===== src/rtl/window_pkg.sv =====
// Shared types and defaults for the 2x2 window controller.
package window_pkg;

  localparam int COORD_W           = 11;
  localparam int DEF_FRAME_H_PIXEL = 1920;
  localparam int DEF_FRAME_V_PIXEL = 1080;

  typedef logic [COORD_W-1:0] coord_t;

  typedef enum logic [1:0] {
    IDLE       = 2'd0,
    FIRST_LINE = 2'd1,
    ACTIVE     = 2'd2,
    DONE       = 2'd3
  } win_state_t;

endpackage


===== src/rtl/window_2x2_ctrl_if.sv =====
// Frame-in / window-out bundle of the 2x2 window controller.
// err_line_len exists only when WIN_ERR_CHECK_EN is defined.
interface window_2x2_ctrl_if;
  import window_pkg::*;

  logic   frame_i_vs;
  logic   frame_i_hs;
  logic   frame_i_valid;
  logic   frame_rst;
  logic   win_valid;
  coord_t win_x;
  coord_t win_y;
  logic   frame_done;

`ifdef WIN_ERR_CHECK_EN
  logic   err_line_len;

  modport master (
    output frame_i_vs, frame_i_hs, frame_i_valid,
    input  frame_rst, win_valid, win_x, win_y, frame_done, err_line_len
  );

  modport slave (
    input  frame_i_vs, frame_i_hs, frame_i_valid,
    output frame_rst, win_valid, win_x, win_y, frame_done, err_line_len
  );
`else
  modport master (
    output frame_i_vs, frame_i_hs, frame_i_valid,
    input  frame_rst, win_valid, win_x, win_y, frame_done
  );

  modport slave (
    input  frame_i_vs, frame_i_hs, frame_i_valid,
    output frame_rst, win_valid, win_x, win_y, frame_done
  );
`endif

endinterface


===== src/rtl/sync_edge_det.sv =====
// Registered rise/fall detector. The first sample after reset only
// primes the history, so a level already high at release is no edge.
module sync_edge_det (
  input  logic clk,
  input  logic rst,
  input  logic d,
  output logic rise,
  output logic fall
);

  logic d_q;
  logic armed;

  // One-cycle history of d plus a flag marking the history as valid.
  always_ff @(posedge clk) begin
    if (rst) begin
      d_q   <= 1'b0;
      armed <= 1'b0;
    end else begin
      d_q   <= d;
      armed <= 1'b1;
    end
  end

  assign rise = armed &  d & ~d_q;
  assign fall = armed & ~d &  d_q;

endmodule


===== src/rtl/window_2x2_ctrl.sv =====
// 2x2 window controller: tracks pixel position within a frame and tells
// the line-buffer datapath when a complete 2x2 window is available.
// Optional macro WIN_ERR_CHECK_EN adds the sticky err_line_len flag.
//
// state      | meaning
// IDLE       | waiting for a vs rising edge, pixels ignored
// FIRST_LINE | filling line 0, no window possible yet
// ACTIVE     | lines 1.., window on every pixel with x >= 1
// DONE       | one cycle after the last pixel, frame_done high
module window_2x2_ctrl
  import window_pkg::*;
#(
  parameter int FRAME_H_PIXEL = DEF_FRAME_H_PIXEL,
  parameter int FRAME_V_PIXEL = DEF_FRAME_V_PIXEL
) (
  input  logic             clk,
  input  logic             rst,
  window_2x2_ctrl_if.slave bus
);

  localparam coord_t H_LAST = coord_t'(FRAME_H_PIXEL - 1);
  localparam coord_t V_LAST = coord_t'(FRAME_V_PIXEL - 1);

  win_state_t state;
  coord_t     pix_x, pix_y;
  coord_t     win_x_q, win_y_q;
  logic       frame_rst_q, win_valid_q, frame_done_q;
  logic       vs_rise, vs_fall, hs_rise, hs_fall;
  logic       in_line;
  logic       take;

  sync_edge_det u_vs_det (
    .clk  (clk),
    .rst  (rst),
    .d    (bus.frame_i_vs),
    .rise (vs_rise),
    .fall (vs_fall)
  );

  sync_edge_det u_hs_det (
    .clk  (clk),
    .rst  (rst),
    .d    (bus.frame_i_hs),
    .rise (hs_rise),
    .fall (hs_fall)
  );

  assign in_line = (state == FIRST_LINE) || (state == ACTIVE);
  // A pixel coinciding with a new vs edge or with frame_rst is dropped.
  assign take    = bus.frame_i_valid && in_line && !vs_rise && !frame_rst_q;

  // Frame FSM, pixel counters and registered window outputs.
  always_ff @(posedge clk) begin
    if (rst) begin
      state        <= IDLE;
      pix_x        <= '0;
      pix_y        <= '0;
      win_x_q      <= '0;
      win_y_q      <= '0;
      frame_rst_q  <= 1'b0;
      win_valid_q  <= 1'b0;
      frame_done_q <= 1'b0;
    end else begin
      frame_rst_q  <= vs_rise;
      win_valid_q  <= 1'b0;
      frame_done_q <= 1'b0;

      if (vs_rise) begin
        state <= FIRST_LINE;
      end else begin
        unique case (state)
          IDLE:       state <= IDLE;
          FIRST_LINE: if (take && pix_x == H_LAST) state <= ACTIVE;
          ACTIVE: begin
            if (take && pix_x == H_LAST && pix_y == V_LAST) begin
              state        <= DONE;
              frame_done_q <= 1'b1;
            end
          end
          DONE:       state <= IDLE;
          default:    state <= IDLE;
        endcase
      end

      if (take && state == ACTIVE && pix_x != '0) begin
        win_valid_q <= 1'b1;
        win_x_q     <= pix_x;
        win_y_q     <= pix_y;
      end

      if (frame_rst_q) begin
        pix_x <= '0;
        pix_y <= '0;
      end else if (take) begin
        if (pix_x == H_LAST) begin
          pix_x <= '0;
          pix_y <= (pix_y == V_LAST) ? '0 : pix_y + coord_t'(1);
        end else begin
          pix_x <= pix_x + coord_t'(1);
        end
      end
    end
  end

  assign bus.frame_rst  = frame_rst_q;
  assign bus.win_valid  = win_valid_q;
  assign bus.win_x      = win_x_q;
  assign bus.win_y      = win_y_q;
  assign bus.frame_done = frame_done_q;

  logic unused_edges;

`ifdef WIN_ERR_CHECK_EN
  logic err_q;

  // Sticky flag: an hs fall inside a frame must land on column 0.
  always_ff @(posedge clk) begin
    if (rst || frame_rst_q)                     err_q <= 1'b0;
    else if (hs_fall && in_line && pix_x != '0) err_q <= 1'b1;
  end

  assign bus.err_line_len = err_q;
  assign unused_edges     = ^{vs_fall, hs_rise};
`else
  assign unused_edges     = ^{vs_fall, hs_rise, hs_fall};
`endif

endmodule


===== src/flat_wrapper.sv =====
// flat-port wrapper written by rule: the top's interface ports become plain ports
module window_2x2_ctrl_flat import window_pkg::*;
#(
  parameter int FRAME_H_PIXEL = DEF_FRAME_H_PIXEL,
  parameter int FRAME_V_PIXEL = DEF_FRAME_V_PIXEL
)
  (clk, rst, bus_frame_i_vs, bus_frame_i_hs, bus_frame_i_valid, bus_frame_rst, bus_win_valid, bus_win_x, bus_win_y, bus_frame_done);
  window_2x2_ctrl_if bus_i ();
  input  logic clk;
  input  logic rst;
  input wire logic [$bits(bus_i.frame_i_vs)-1:0] bus_frame_i_vs;
  input wire logic [$bits(bus_i.frame_i_hs)-1:0] bus_frame_i_hs;
  input wire logic [$bits(bus_i.frame_i_valid)-1:0] bus_frame_i_valid;
  output wire logic [$bits(bus_i.frame_rst)-1:0] bus_frame_rst;
  output wire logic [$bits(bus_i.win_valid)-1:0] bus_win_valid;
  output wire logic [$bits(bus_i.win_x)-1:0] bus_win_x;
  output wire logic [$bits(bus_i.win_y)-1:0] bus_win_y;
  output wire logic [$bits(bus_i.frame_done)-1:0] bus_frame_done;
  assign bus_i.frame_i_vs = bus_frame_i_vs;
  assign bus_i.frame_i_hs = bus_frame_i_hs;
  assign bus_i.frame_i_valid = bus_frame_i_valid;
  assign bus_frame_rst = bus_i.frame_rst;
  assign bus_win_valid = bus_i.win_valid;
  assign bus_win_x = bus_i.win_x;
  assign bus_win_y = bus_i.win_y;
  assign bus_frame_done = bus_i.frame_done;
  window_2x2_ctrl #(.FRAME_H_PIXEL(FRAME_H_PIXEL), .FRAME_V_PIXEL(FRAME_V_PIXEL)) u_core (.clk(clk), .rst(rst), .bus(bus_i));
endmodule

===== config.mk =====
export PLATFORM = sky130hd
export DESIGN_NAME = window_2x2_ctrl_flat
export DESIGN_NICKNAME = d
export VERILOG_FILES = /design/src/rtl/window_pkg.sv /design/src/rtl/window_2x2_ctrl_if.sv /design/src/rtl/sync_edge_det.sv /design/src/rtl/window_2x2_ctrl.sv /design/src/flat_wrapper.sv
export SDC_FILE = /design/constraint.sdc
export NUM_CORES = 1
export LEC_CHECK = 0
export ABC_AREA = 1
export CELL_PAD_IN_SITES_DETAIL_PLACEMENT = 1
export CELL_PAD_IN_SITES_GLOBAL_PLACEMENT = 1
export CORE_MARGIN = 4
export CORE_UTILIZATION = 30
export DETAILED_ROUTE_END_ITERATION = 10
export GPL_ROUTABILITY_DRIVEN = 0
export PLACE_DENSITY_LB_ADDON = 0.25
export SYNTH_ARGS = -nofsm -noshare
export SYNTH_HDL_FRONTEND = slang
export SYNTH_SLANG_ARGS = --single-unit

===== constraint.sdc =====
create_clock -name clk -period 3.2 [get_ports clk]
set_input_delay 0.64 -clock clk [delete_from_list [all_inputs] [get_ports clk]]
set_output_delay 0.64 -clock clk [all_outputs]
set_load 0.1 [all_outputs]

## Word-level counts from Yosys, hierarchy flattened

Cells that the tools add are included.

| word-level totals | value |
|---|---|
| register bits | 51 |
| input bits | 5 |
| output and inout bits | 25 |
| logic and storage cells | 54 |

| cells by class | value |
|---|---|
| $add $sub $neg | 2 |
| equal/unequal tests | 9 |
| muxes and demuxes | 9 |
| bitwise operators | 4 |
| reductions and logical operators | 19 |

Operators by type and width:

| kind | count |
|---|---|
| $add A11 B1 Y11 const B | 2 |
| $eq A11 B11 Y1 const B | 2 |
| $mux W11 | 2 |
| $reduce_bool A11 Y1 | 1 |
| $logic_and A1 B1 Y1 | 7 |
| $ne A3 B2 Y1 const B | 2 |
| $pmux W2 S3 | 1 |
| $reduce_and A2 Y1 | 3 |
| $reduce_or A2 Y1 | 3 |
| $eq A2 B2 Y1 const B | 2 |
| $mux W1 | 4 |
| $mux W2 | 2 |
| $ne A2 B2 Y1 const B | 2 |
| $reduce_or A3 Y1 | 1 |
| $and A1 B1 Y1 | 2 |
| $eq A2 B1 Y1 const B | 1 |
| $logic_not A1 Y1 | 2 |
| $logic_not A2 Y1 | 1 |
| $not A1 Y1 | 2 |
| $logic_or A1 B1 Y1 | 1 |

## Longest topological paths before layout

Gate-level depths: netlist (run 1).

| logic depth | value |
|---|---|
| depth after elaboration | 10 |
| gate-level depth with buffers | 12 |
| depth with buffers taken out | 11 |

## By module

Synthesis (run 1) repeated with hierarchy kept, for this count alone.

| unflattened totals | value |
|---|---|
| cell total of the unflattened synthesis | 369 |
| area total of the unflattened synthesis | 2522.4 um^2 |

Modules (own cells, without submodules):

| module | times used | cells each | area each (um^2) | sequential area each (um^2) |
|---|---|---|---|---|
| window_2x2_ctrl | 1 | 360 | 2456.1 | 980.9 |
| sync_edge_det | 1 | 9 | 66.3 | 40.0 |

## Worst setup path after synthesis (run 1)

Ideal clock, no wire load.

| path | value |
|---|---|
| kind | register to register |
| start point | reg u_core.frame_rst_q, in the netlist u_core.bus.frame_rst |
| end point | reg u_core.win_x_q[10], in the netlist u_core.bus.win_x[10] |
| library setup time | 113 ps |
| data arrival time | 1798 ps |
| data required time | 3087 ps |
| path slack | 1289 ps |
| stages on the path, launching flop included | 11 |
| buffers on the path | 1 |
| clock period less this slack | 1911 ps |
| cells stage by stage | dfxtp_1 > nor2_1 > nand2_2 > nor2_8 > inv_4 > nor2_8 > nand2_4 > inv_4 > buf_8 > nor2_2 > nor2_2 |

| between the ends | value |
|---|---|
| cells in the longest elaborated chain, start to end | 4 |

RTL lines:

| item | line | text |
|---|---|---|
| start, declared | window_2x2_ctrl.sv:27 | `logic frame_rst_q, win_valid_q, frame_done_q;` |
| start signal, assigned | window_2x2_ctrl.sv:64 | `frame_rst_q <= vs_rise;` |
| $logic_not A1 Y1 | window_2x2_ctrl.sv:50 | `assign take = bus.frame_i_valid && in_line && !vs_rise && !frame_rst_q;` |
| $logic_and A1 B1 Y1 | window_2x2_ctrl.sv:50 |  |
| $logic_and A1 B1 Y1 (2 in a row) | window_2x2_ctrl.sv:85 | `if (take && state == ACTIVE && pix_x != '0) begin` |
| end signal, assigned | window_2x2_ctrl.sv:87 | `win_x_q <= pix_x;` |
| end, declared | window_2x2_ctrl.sv:26 | `coord_t win_x_q, win_y_q;` |

No other way between the ends.
A chain may end at the register's enable or synchronous reset.

## Worst setup path in the final report (run 1)

| path | value |
|---|---|
| start point | in bus_frame_i_vs |
| end point | reg u_core.win_x_q[1], in the netlist u_core.bus.win_x[1] |

| between the ends | value |
|---|---|
| cells in the longest elaborated chain, start to end | 7 |

RTL lines:

| item | line | text |
|---|---|---|
| start, declared | flat_wrapper.sv:11 | `input wire logic [$bits(bus_i.frame_i_vs)-1:0] bus_frame_i_vs;` |
| $and A1 B1 Y1 (2 in a row) | sync_edge_det.sv:25 | `assign rise = armed & d & ~d_q;` |
| $logic_not A1 Y1 | window_2x2_ctrl.sv:50 |  |
| $logic_and A1 B1 Y1 (2 in a row) | window_2x2_ctrl.sv:50 |  |
| $logic_and A1 B1 Y1 (2 in a row) | window_2x2_ctrl.sv:85 |  |

No other way between the ends.

==> flow_metrics.tcl, run 1 <==
set metrics [dict create \
    hp-start "u_core.bus.win_x[0]" \
    synth_simple_gate_area_share_pct 43.87 \
    min_period_ns 2.113 \
    nFillCells 1065 \
    yosysSeqAreaShare_pct 39.21 \
    p_per_area_nw_per_um2 402.2 \
    cts_made_buffers 5 \
    root_buffer "clkbuf_8" \
    die-area_um2 10230 \
    coreArea_um2 8341 \
    drc_errors 0 \
    status "finished clean" \
    leakagePower_nw 1.204 \
    dp_slack_ns 0.7316 \
    synth_edf_count 0 \
    yosysTopAreaCellShare_pct 39.21 \
    crit_path_max_fanout 22 \
    vias 2346 \
    layout_common_cells "nand2_1, dfxtp_1, nand3_1" \
    path_class "in2reg" \
    rows 33 \
    max_slew_margin_pct 53.90 \
    netlist_instances 366 \
    drive_gt1_share_pct 21.74 \
    ant_nets 0 \
    grt-ovfl-total 0 \
    cp-end-kind "register" \
    synth.distinct_cells 28 \
    setup_slack_ns 1.087 \
    synthTopCellsByArea "dfxtp_1, nand2_1, nor2_2" \
    nets 401 \
    clkSinkCount 51 \
    drtPass1Iterations 4 \
    hold_violations 0 \
    timing.rr.start "u_core.state[0]" \
    antenna_found_initial 0 \
    critPathRequiredTime_ns 3.45 \
    clkTransAtPathRegs_ns 0.10 \
    area_delta_synth_final_pct 14.80 \
    critPathSlowestCell "clkdlybuf4s50_1" \
    min_to "u_core.bus.win_x[0]" \
    slowest_delay_ns 0.42 \
    irDropWorstVdd_uv 185.3 \
    htreeDepth 2 \
    syn_area_per_cell_um2 7.114 \
    final_util_pct 35.84 \
    ctsHoldBuffers 0 \
    synth-xor-area-share_pct 0.3364 \
    die_y_um 101.2 \
    worstPathCellList "clkdlybuf4s50_1 -> nand2_1 -> nor2_4 -> nor2_8 -> inv_4 -> nor2_8 -> nand2_4 -> inv_4 -> nor2_1 -> nor2_1" \
    skew_ns 0.01336 \
    syn_area_um2 2604 \
    finalCritPeriodShare_pct 66.04 \
    track_usage_pct 13.16 \
    critPathArrivalTime_ns 2.37 \
    rrSetupSlack_ns 1.09 \
    viasPerCell 4.730 \
    insertion_delay_ns 0.30 \
    die_w_um 101.2 \
    grt_start_max_net_pins 25 \
    rr_endpoint "u_core.bus.win_x[1]" \
    rsz0062_at_grt "false" \
    synth_top_family_by_area "simple AND/OR/NAND/NOR gates" \
    drv_slew 0 \
    synth_compound_gate_area_share_pct 5.094 \
    ff2ff_path_depth 11 \
    cts-resized-gates 0 \
    max-cap-violations 0 \
    layout_commonest_cell "nand2_1" \
    initial_utilization_pct 31.22 \
    hold_depth 2 \
    fin_tns_setup_ns 0 \
    fmax_mhz 473.2 \
    postCtsSetupBuffers 0 \
    synthArstFlopShare_pct 0 \
    synth_mux_area_share_pct 0 \
    synth-seq-cells 51 \
    grt_pass1_vias 2322 \
    antenna_cells 0 \
    cts_tree "yes" \
    grt_pass1_wl_mm 11.09 \
    yosysWarnings 0 \
    io-pin-count 30 \
    synth_largest_area_cell "dfxtp_1" \
    synth_adder_area_share_pct 2.403 \
    worst_slew_pin_slew_ns 0.6907 \
    wl_mm 6.362 \
    avgRoutedWirePerCell_um 12.83 \
    setup.worst_path.start_class "input port" \
    syn_nets 376 \
    ys.flop_type "dfxtp_1" \
    drt-initial-drc-count 100 \
    port_buffers 28 \
    finalSetupViolCount 0 \
    critPathTopFamily "simple AND/OR/NAND/NOR gates" \
    min_path_type "reg2reg" \
    place_hpwl_mm 4.882 \
    worst-path-buf-inv 3 \
    cts.path.max_buffers 2 \
]
state kept, by name, summed over array words and instances (netlist names):
name	flops
u_core.u_vs_det.d_q	1
u_core.u_vs_det.armed	1
u_core.bus.frame_rst	1
u_core.bus.frame_done	1
u_core.bus.win_x	11
u_core.pix_x	11
u_core.state	2
u_core.pix_y	11
u_core.bus.win_valid	1
u_core.bus.win_y	11
layout make-up:
class                      count  area (µm²)  area share [%]
inverter                      41       158.9           5.316
multi-input combinational    263        1346           45.04
clock buffer                   5       68.82           2.302
timing repair buffer          29       225.2           7.535
sequential                    51        1021           34.16
clock inverter                 2       37.54           1.256
tap                          105       131.4           4.395
worst min-delay path, cell delays in order (launching register included):
cell and delay (ns):
dfxtp_1 0.33, nand3_1 0.07, nand2_1 0.05
power by group:
group	leakage [nW]	internal [mW]	switching, mW
Sequential	0.412	0.642	0.00574
Clock	0.0502	0.229	0.221
Combinational	0.742	0.0288	0.0763
Total	1.20	0.899	0.303
synthesized netlist by cell type, types with 2 or more instances:
master,count
nand2_1,86
dfxtp_1,51
nand3_1,43
nor2_2,41
inv_1,38
nor2_1,31
a21oi_1,16
nand4_1,13
nor3_1,8
ha_1,5
o21ai_0,5
clkbuf_1,4
buf_4,3
a211oi_1,2
buf_2,2
buf_8,2
inv_4,2
nand2_2,2
nor2_4,2
nor2_8,2
how the worst max path moves through the flow:
stage / startpoint / to / depth (start not counted)
6_report: bus_frame_i_vs / u_core.bus.win_x[1] / 10
3_3_place_gp: bus_frame_i_vs / u_core.bus.win_x[1] / 10
3_5_place_dp: bus_frame_i_vs / u_core.bus.win_x[1] / 10
5_1_grt: u_core.state[0] / u_core.bus.win_x[1] / 11
4_1_cts: u_core.state[0] / u_core.bus.win_x[1] / 11
2_1_floorplan: u_core.bus.frame_rst / u_core.bus.win_x[10] / 10
through the flow:
stage          instances  hold slack, ns  power [mW]  area [µm²]
4_1_cts              496          0.4927       1.226        2989
3_3_place_gp         489          0.4579      0.7678        2883
6_report             496          0.4863       1.202        2989
3_5_place_dp         489          0.4646      0.7696        2883
2_1_floorplan        366          0.4674      0.7454        2604
5_1_grt              496          0.5112       1.255        2989
metal layers:
metal	vias to the layer above	share of wire [%]	wire length [µm]	track usage, %
li1	1214	-	-	-
met1	1089	52	3304	18.65
met2	37	43	2736	20.57
met3	6	3.8	239	2.204
met4	0	1.3	81	3.783
met5	-	0	0	0
logic make-up (layout without fill, tap and decap cells):
group | Yosys count | after routing
AO/OA/AOI/OAI | 25 | 25
buffers and inverters | 52 | 77
flip-flops | 51 | 51
AND/OR/NAND/NOR | 232 | 232
adder cells (fa/ha/maj) | 5 | 5
XOR/XNOR | 1 | 1
Power figures use the tool's default switching activity.
==> inputs of run 2 (changes only) <==
Clock period 3.2 ns to 1.9 ns, I/O delays scaled along.
==> run 2 against run 1 <==
  * Worst hold slack improved by 0.0013 ns
  * Count of clock-buffer cells in the layout grew 1
  * Setup slack worse by 0.94 ns
  * Sequential share of layout area shrank 3.3 points
  * Non-clock buffer count is 19 higher
  * Flip-flop and latch count did not move
  * Critical path depth grew 1
  * Clock power is 41% higher
  * First-iteration DRC count down 9.0%
  * Highest routed layer unchanged
==> flow_metrics.tcl, run 2 (same netlist as run 1, synthesis figures left out) <==
set metrics [dict create \
    port_buffers 28 \
    worst_slew_pin_slew_ns 0.7169 \
    worstPathCellList "inv_1 -> ha_4 -> nor2_1 -> nand2_2 -> nor2_8 -> inv_4 -> nor2_8 -> buf_2 -> nand3_1 -> nand2_1 -> nor2_2" \
    drv_slew 0 \
    ant_nets 0 \
    crit_top_cell "nor2_8" \
    rsz0062_at_grt "false" \
    avgRoutedWirePerCell_um 12.53 \
    nets 420 \
    p_switching_mw 0.5207 \
    slowest_delay_ns 0.33 \
    drtPass1Iterations 4 \
    critPathArrivalTime_ns 1.97 \
    rr_endpoint "u_core.bus.win_x[5]" \
    total_power_mw 1.931 \
    vias 2376 \
    grt-ovfl-total 0 \
    layout_commonest_cell "nand2_1" \
    track_usage_pct 13.54 \
    initial_utilization_pct 31.22 \
    grt_pass1_vias 2378 \
    area_delta_synth_final_pct 27.44 \
    leakagePower_nw 1.330 \
    rrSetupSlack_ns 0.14 \
    internal_power_mw 1.410 \
    status "finished clean" \
    dp_cells 507 \
    insertion_delay_ns 0.30 \
    htreeDepth 2 \
    grt_pass1_wl_mm 11.24 \
    die-area_um2 10230 \
    cts_made_buffers 5 \
    ff2ff_path_depth 11 \
    cts_tree "yes" \
    clkTransAtPathRegs_ns 0.10 \
    fmax_mhz 569.1 \
    antenna_found_initial 0 \
    skew_ns 0.006675 \
    drive_gt1_share_pct 27.25 \
    max_slew_margin_pct 52.15 \
    drt-initial-drc-count 91 \
    ctsHoldBuffers 0 \
    viasPerCell 4.605 \
    finalSetupViolCount 0 \
    startpoint "u_core.state[0]" \
    min_path_type "reg2reg" \
    p_comb_share_pct 10.8 \
    pwr-share-clk_pct 32.8 \
    io-pin-count 30 \
    path_class "reg2reg" \
    drc_errors 0 \
    max-cap-violations 0 \
    crit_path_max_fanout 5 \
    hold_violations 0 \
    sw_frac_of_total_pct 26.97 \
    root_buffer "clkbuf_8" \
    final_cells 516 \
    timing.rr.start "u_core.state[0]" \
    rows 33 \
    p_per_area_nw_per_um2 581.9 \
    die_y_um 101.2 \
    min_period_ns 1.757 \
    critPathCapture "u_core.bus.win_x[5]" \
    setup.worst_path.start_class "register" \
    grt_start_max_net_pins 25 \
    cp-end-kind "register" \
    layout_common_cells "nand2_1, dfxtp_1, nand3_1, nor2_2, inv_1" \
    die_w_um 101.2 \
    critPathSlowestCell "dfxtp_2" \
    finalCritPeriodShare_pct 92.49 \
    clkSinkCount 51 \
    irDropWorstVdd_uv 275.9 \
    cts.path.max_buffers 2 \
    place_hpwl_mm 5.086 \
    coreArea_um2 8341 \
    wl_mm 6.463 \
    seq_power_share_pct 56.5 \
    antenna_cells 0 \
    critPathRequiredTime_ns 2.11 \
]
-- run 2: changes by cell type in the layout (fill, tap and decap cells not counted), sizes merged --
cell	before	now
clkbuf	5	6
bufinv	1	0
buf	26	45
inv	41	40
clkinv	0	2
-- run 2: layer usage --
layer | up-vias | track usage [%] | wire length [µm]
li1 | 1249 | - | -
met1 | 1079 | 19.28 | 3204
met2 | 43 | 20.98 | 2856
met3 | 5 | 2.548 | 339
met4 | 0 | 3.681 | 62
met5 | - | 0 | 0
-- run 2: power groups by stage --
| stage | clock [mW] | sequential (mW) | combinational, mW |
|---|---|---|---|
| 2_1_floorplan | 0 | 1.13 | 0.125 |
| 3_3_place_gp | 0 | 1.11 | 0.196 |
| 3_5_place_dp | 0 | 1.11 | 0.201 |
| 4_1_cts | 0.670 | 1.09 | 0.201 |
| 5_1_grt | 0.707 | 1.09 | 0.235 |
| 6_report | 0.633 | 1.09 | 0.208 |
-- run 2: final cells by class --
| class | instances | area (µm²) |
|---|---|---|
| fillers | 1049 | 5022 |
| multi-input cells | 263 | 1383 |
| flip-flops and latches | 51 | 1023 |
| repair buffers | 48 | 526.8 |
| inverters | 41 | 168.9 |
| well taps | 105 | 131.4 |
| clock buffers | 6 | 72.57 |
| clock inverters | 2 | 12.51 |
-- run 2: worst min-delay path by stage --
stage                         from                   to  depth (start not counted)
2_1_floorplan      u_core.pix_x[8]      u_core.pix_x[8]                          1
3_3_place_gp   u_core.bus.win_y[3]  u_core.bus.win_y[3]                          2
3_5_place_dp   u_core.bus.win_x[3]  u_core.bus.win_x[3]                          2
4_1_cts        u_core.bus.win_x[3]  u_core.bus.win_x[3]                          2
5_1_grt        u_core.bus.win_y[2]  u_core.bus.win_y[2]                          2
6_report       u_core.bus.win_y[3]  u_core.bus.win_y[3]                          2
-- run 2: what timing repair did --
| action | in CTS | in global routing |
|---|---|---|
| setup endpoints to repair | 0 | 37 |
| setup buffers | 0 | 0 |
| resized for setup | 0 | 14 |
-- run 2: through the flow --
| step | hold slack [ns] | area [µm²] | setup TNS [ns] | setup slack, ns | utilization (%) |
|---|---|---|---|---|---|
| after global routing | 0.5193 | 3318 | 0 | 0.005130 | 39.78 |
| after floorplan | 0.4674 | 2605 | 0 | 0.2107 | - |
| after CTS | 0.4926 | 3254 | 0 | 0.01324 | 39.02 |
| after detailed placement | 0.4672 | 3169 | -0.09651 | -0.03246 | 38.00 |
| after global placement | 0.4580 | 3169 | 0 | 0.01928 | 38.00 |
| final | 0.4876 | 3318 | 0 | 0.1428 | 39.78 |
-- run 2: critical path: cells and delay by family, from the launching register on --
kind          cells  cell delay [ns]
simple gates      7             0.75
buf+inv           3             0.37
flops             1             0.33
fa+ha+maj         1             0.22
==> inputs of run 3 (changes only) <==
Settings changed: ABC_AREA 1 to unset, HOLD_SLACK_MARGIN set to 0.06.
==> run 3 against run 2 <==
  * Synthesized cell count is 38% lower
  * Total power is essentially flat
  * Via count shrank 20%
  * Clock skew is 0.0024 ns higher
  * Register-to-register slack lost 0.12 ns
  * Maximum frequency is 6.3% lower
  * First-iteration DRC count decreased by 51%
  * Critical path depth fell by 3
  * Final cell count is 23% lower
  * Non-clock buffer count increased by 24
  * Sequential power about the same
==> flow_metrics.tcl, run 3 <==
set metrics [dict create \
    status "finished clean" \
    synth-seq-cells 51 \
    drv_slew 0 \
    yosysTopAreaCellShare_pct 46.84 \
    rr_endpoint "u_core.bus.win_y[1]" \
    dp_slack_ns -0.3208 \
    yosysSeqAreaShare_pct 46.84 \
    die-area_um2 8693 \
    grt-ovfl-total 0 \
    synth_largest_area_cell "dfxtp_1" \
    hold_violations 0 \
    rrSetupSlack_ns 0.03 \
    internal_power_mw 1.493 \
    irDropWorstVdd_uv 438.1 \
    hold_depth 2 \
    initial_utilization_pct 31.56 \
    min_period_ns 1.875 \
    worstPathCellList "inv_2 -> ha_4 -> buf_6 -> nor4b_4 -> and3_4 -> buf_4 -> mux2i_1 -> nor2_1" \
    antenna_found_initial 0 \
    max-cap-violations 0 \
    synth_most_common_cell "dfxtp_1" \
    timing.rr.start "u_core.state[0]" \
    io-pin-count 30 \
    setup.worst_path.start_class "register" \
    cts_made_buffers 5 \
    setup_slack_ns 0.02548 \
    skew_ns 0.009044 \
    drive_gt1_share_pct 34.44 \
    critPathSlowestCell "nor4b_4" \
    yosysWarnings 0 \
    drc_errors 0 \
    fmax_mhz 533.5 \
    insertion_delay_ns 0.31 \
    syn_nets 238 \
    die_w_um 93.24 \
    die_y_um 93.24 \
    cts.path.max_buffers 2 \
    sw_frac_of_total_pct 22.61 \
    htreeDepth 2 \
    p_comb_share_pct 5.3 \
    clkTransAtPathRegs_ns 0.09 \
    place_hpwl_mm 4.390 \
    p_per_area_nw_per_um2 603.8 \
    ant_nets 0 \
    finalCritPeriodShare_pct 98.66 \
    nets 311 \
    finalSetupViolCount 0 \
    critPathRequiredTime_ns 2.11 \
    synth_edf_count 0 \
    min_to "u_core.bus.win_x[10]" \
    netlist_instances 228 \
    drtPass1Iterations 4 \
    clkSinkCount 51 \
    track_usage_pct 14.55 \
    seq_power_share_pct 55.9 \
    layout_commonest_cell "buf_4" \
    ff2ff_path_depth 8 \
    layout_common_cells "buf_4, dfxtp_1, nor2_1" \
    grt_pass1_vias 2041 \
    whs_ns 0.5021 \
    pwr-share-clk_pct 38.8 \
    viasPerCell 4.781 \
    drt-initial-drc-count 45 \
    rsz0062_at_grt "true" \
    yosys-top-cells-count "dfxtp_1, nor2_1, mux2i_1" \
    p_switching_mw 0.4362 \
    grt_pass1_wl_mm 9.984 \
    root_buffer "clkbuf_8" \
    fin_area_um2 3196 \
    area_delta_synth_final_pct 46.61 \
    slowest_delay_ns 0.35 \
    port_buffers 28 \
    synthArstFlopShare_pct 0 \
    syn_area_um2 2180 \
    hp-start "u_core.bus.win_x[10]" \
    ctsHoldBuffers 0 \
    antenna_cells 0 \
    ys.flop_type "dfxtp_1" \
    wl_mm 5.860 \
    synth.distinct_cells 38 \
    crit_path_max_fanout 6 \
    vias 1903 \
    min_path_type "reg2reg" \
    coreArea_um2 6907 \
    grt_start_max_net_pins 19 \
    cp-end-kind "register" \
    syn_area_per_cell_um2 9.560 \
    max_slew_margin_pct 63.96 \
    path_class "reg2reg" \
    critPathArrivalTime_ns 2.08 \
    synthTopCellsByArea "dfxtp_1, mux2i_1, nor2_1" \
    place_area_um2 2925 \
    cts_tree "yes" \
    worst_slew_pin_slew_ns 0.5390 \
    avgRoutedWirePerCell_um 14.72 \
    leakagePower_nw 1.320 \
    rows 30 \
]
-- run 3: cell types whose count changed in the layout (fill, tap and decap cells not counted), moves of 8 or more --
cell and change:
xnor2_1 +8, nand3_1 -34, inv_1 -32, xor2_1 +9, nor2_2 -41, buf_4 +27, nand2_1 -76, mux2i_1 +22
a21oi_1 -14, nor2_1 +15
-- run 3: timing repair --
item | in CTS | in global routing
buffers inserted | 0 | 3
pin swaps | 3 | 13
setup endpoints to repair | 23 | 37
gates resized for setup | 5 | 23
-- run 3: cell type report --
class | instances | area [µm²]
Fill cell | 806 | 3711
Multi-Input combinational cell | 165 | 1229
Sequential cell | 51 | 1027
Timing Repair Buffer | 72 | 684.4
Tap cell | 96 | 120.1
Clock buffer | 7 | 107.6
Inverter | 6 | 22.52
Clock inverter | 1 | 5.005
-- run 3: worst max-delay path, delay by kind of cell (launching register included) --
family,cells,cell delay (ns)
DFF,1,0.34
and+or+nand+nor,3,0.68
buffers and inverters,3,0.34
adders and majority gates,1,0.21
muxes,1,0.21
-- run 3: how the worst max path moves through the flow --
| stage | from | end | slack [ns] | cells after the start |
|---|---|---|---|---|
| finish | u_core.state[0] | u_core.bus.win_y[1] | 0.03 | 8 |
| global route | u_core.state[0] | u_core.bus.win_y[6] | -0.07 | 8 |
| CTS | bus_frame_i_vs | u_core.bus.win_y[1] | -0.0004 | 7 |
| detailed placement | bus_frame_i_vs | u_core.bus.win_y[5] | -0.32 | 7 |
| global placement | bus_frame_i_vs | u_core.bus.win_x[0] | -0.28 | 7 |
| floorplan | u_core.state[0] | u_core.state[1] | 0.01 | 8 |
-- run 3: logic make-up (layout without fill, tap and decap cells) --
group,count (synthesis),in the layout,share of synthesized area (%)
buffers and inverters,12,86,3.214
xor gates and xnor gates,18,18,7.233
DFF,51,51,46.84
AOI/OAI and AO/OA,9,9,2.584
muxes,23,23,10.62
and+or+nand+nor,110,110,26.64
adders and majority gates,5,5,2.870
-- run 3: power groups by stage --
stage | Combinational [mW] | Sequential [mW] | Clock [mW]
after floorplan | 0.0462 | 1.11 | 0
after global placement | 0.0931 | 1.10 | 0
after detailed placement | 0.0949 | 1.10 | 0
after CTS | 0.0950 | 1.08 | 0.778
after global routing | 0.111 | 1.08 | 0.821
final | 0.102 | 1.08 | 0.749
-- run 3: stage by stage --
| step | total power, mW | utilization [%] | instances | TNS (ns) |
|---|---|---|---|---|
| floorplan | 1.156 | - | 228 | 0 |
| global placement | 1.196 | 42.36 | 387 | -8.987 |
| detailed placement | 1.198 | 42.36 | 387 | -9.771 |
| CTS | 1.952 | 44.42 | 395 | -0.0004228 |
| global route | 2.013 | 46.27 | 398 | -0.7158 |
| finish | 1.929 | 46.27 | 398 | 0 |
-- run 3: per-layer routing --
metal / wire length [µm] / track usage [%] / vias up
li1: - / - / 942
met1: 2653 / 18.22 / 931
met2: 2952 / 25.07 / 25
met3: 189 / 2.655 / 5
met4: 64 / 4.762 / 0
met5: 0 / 0 / -
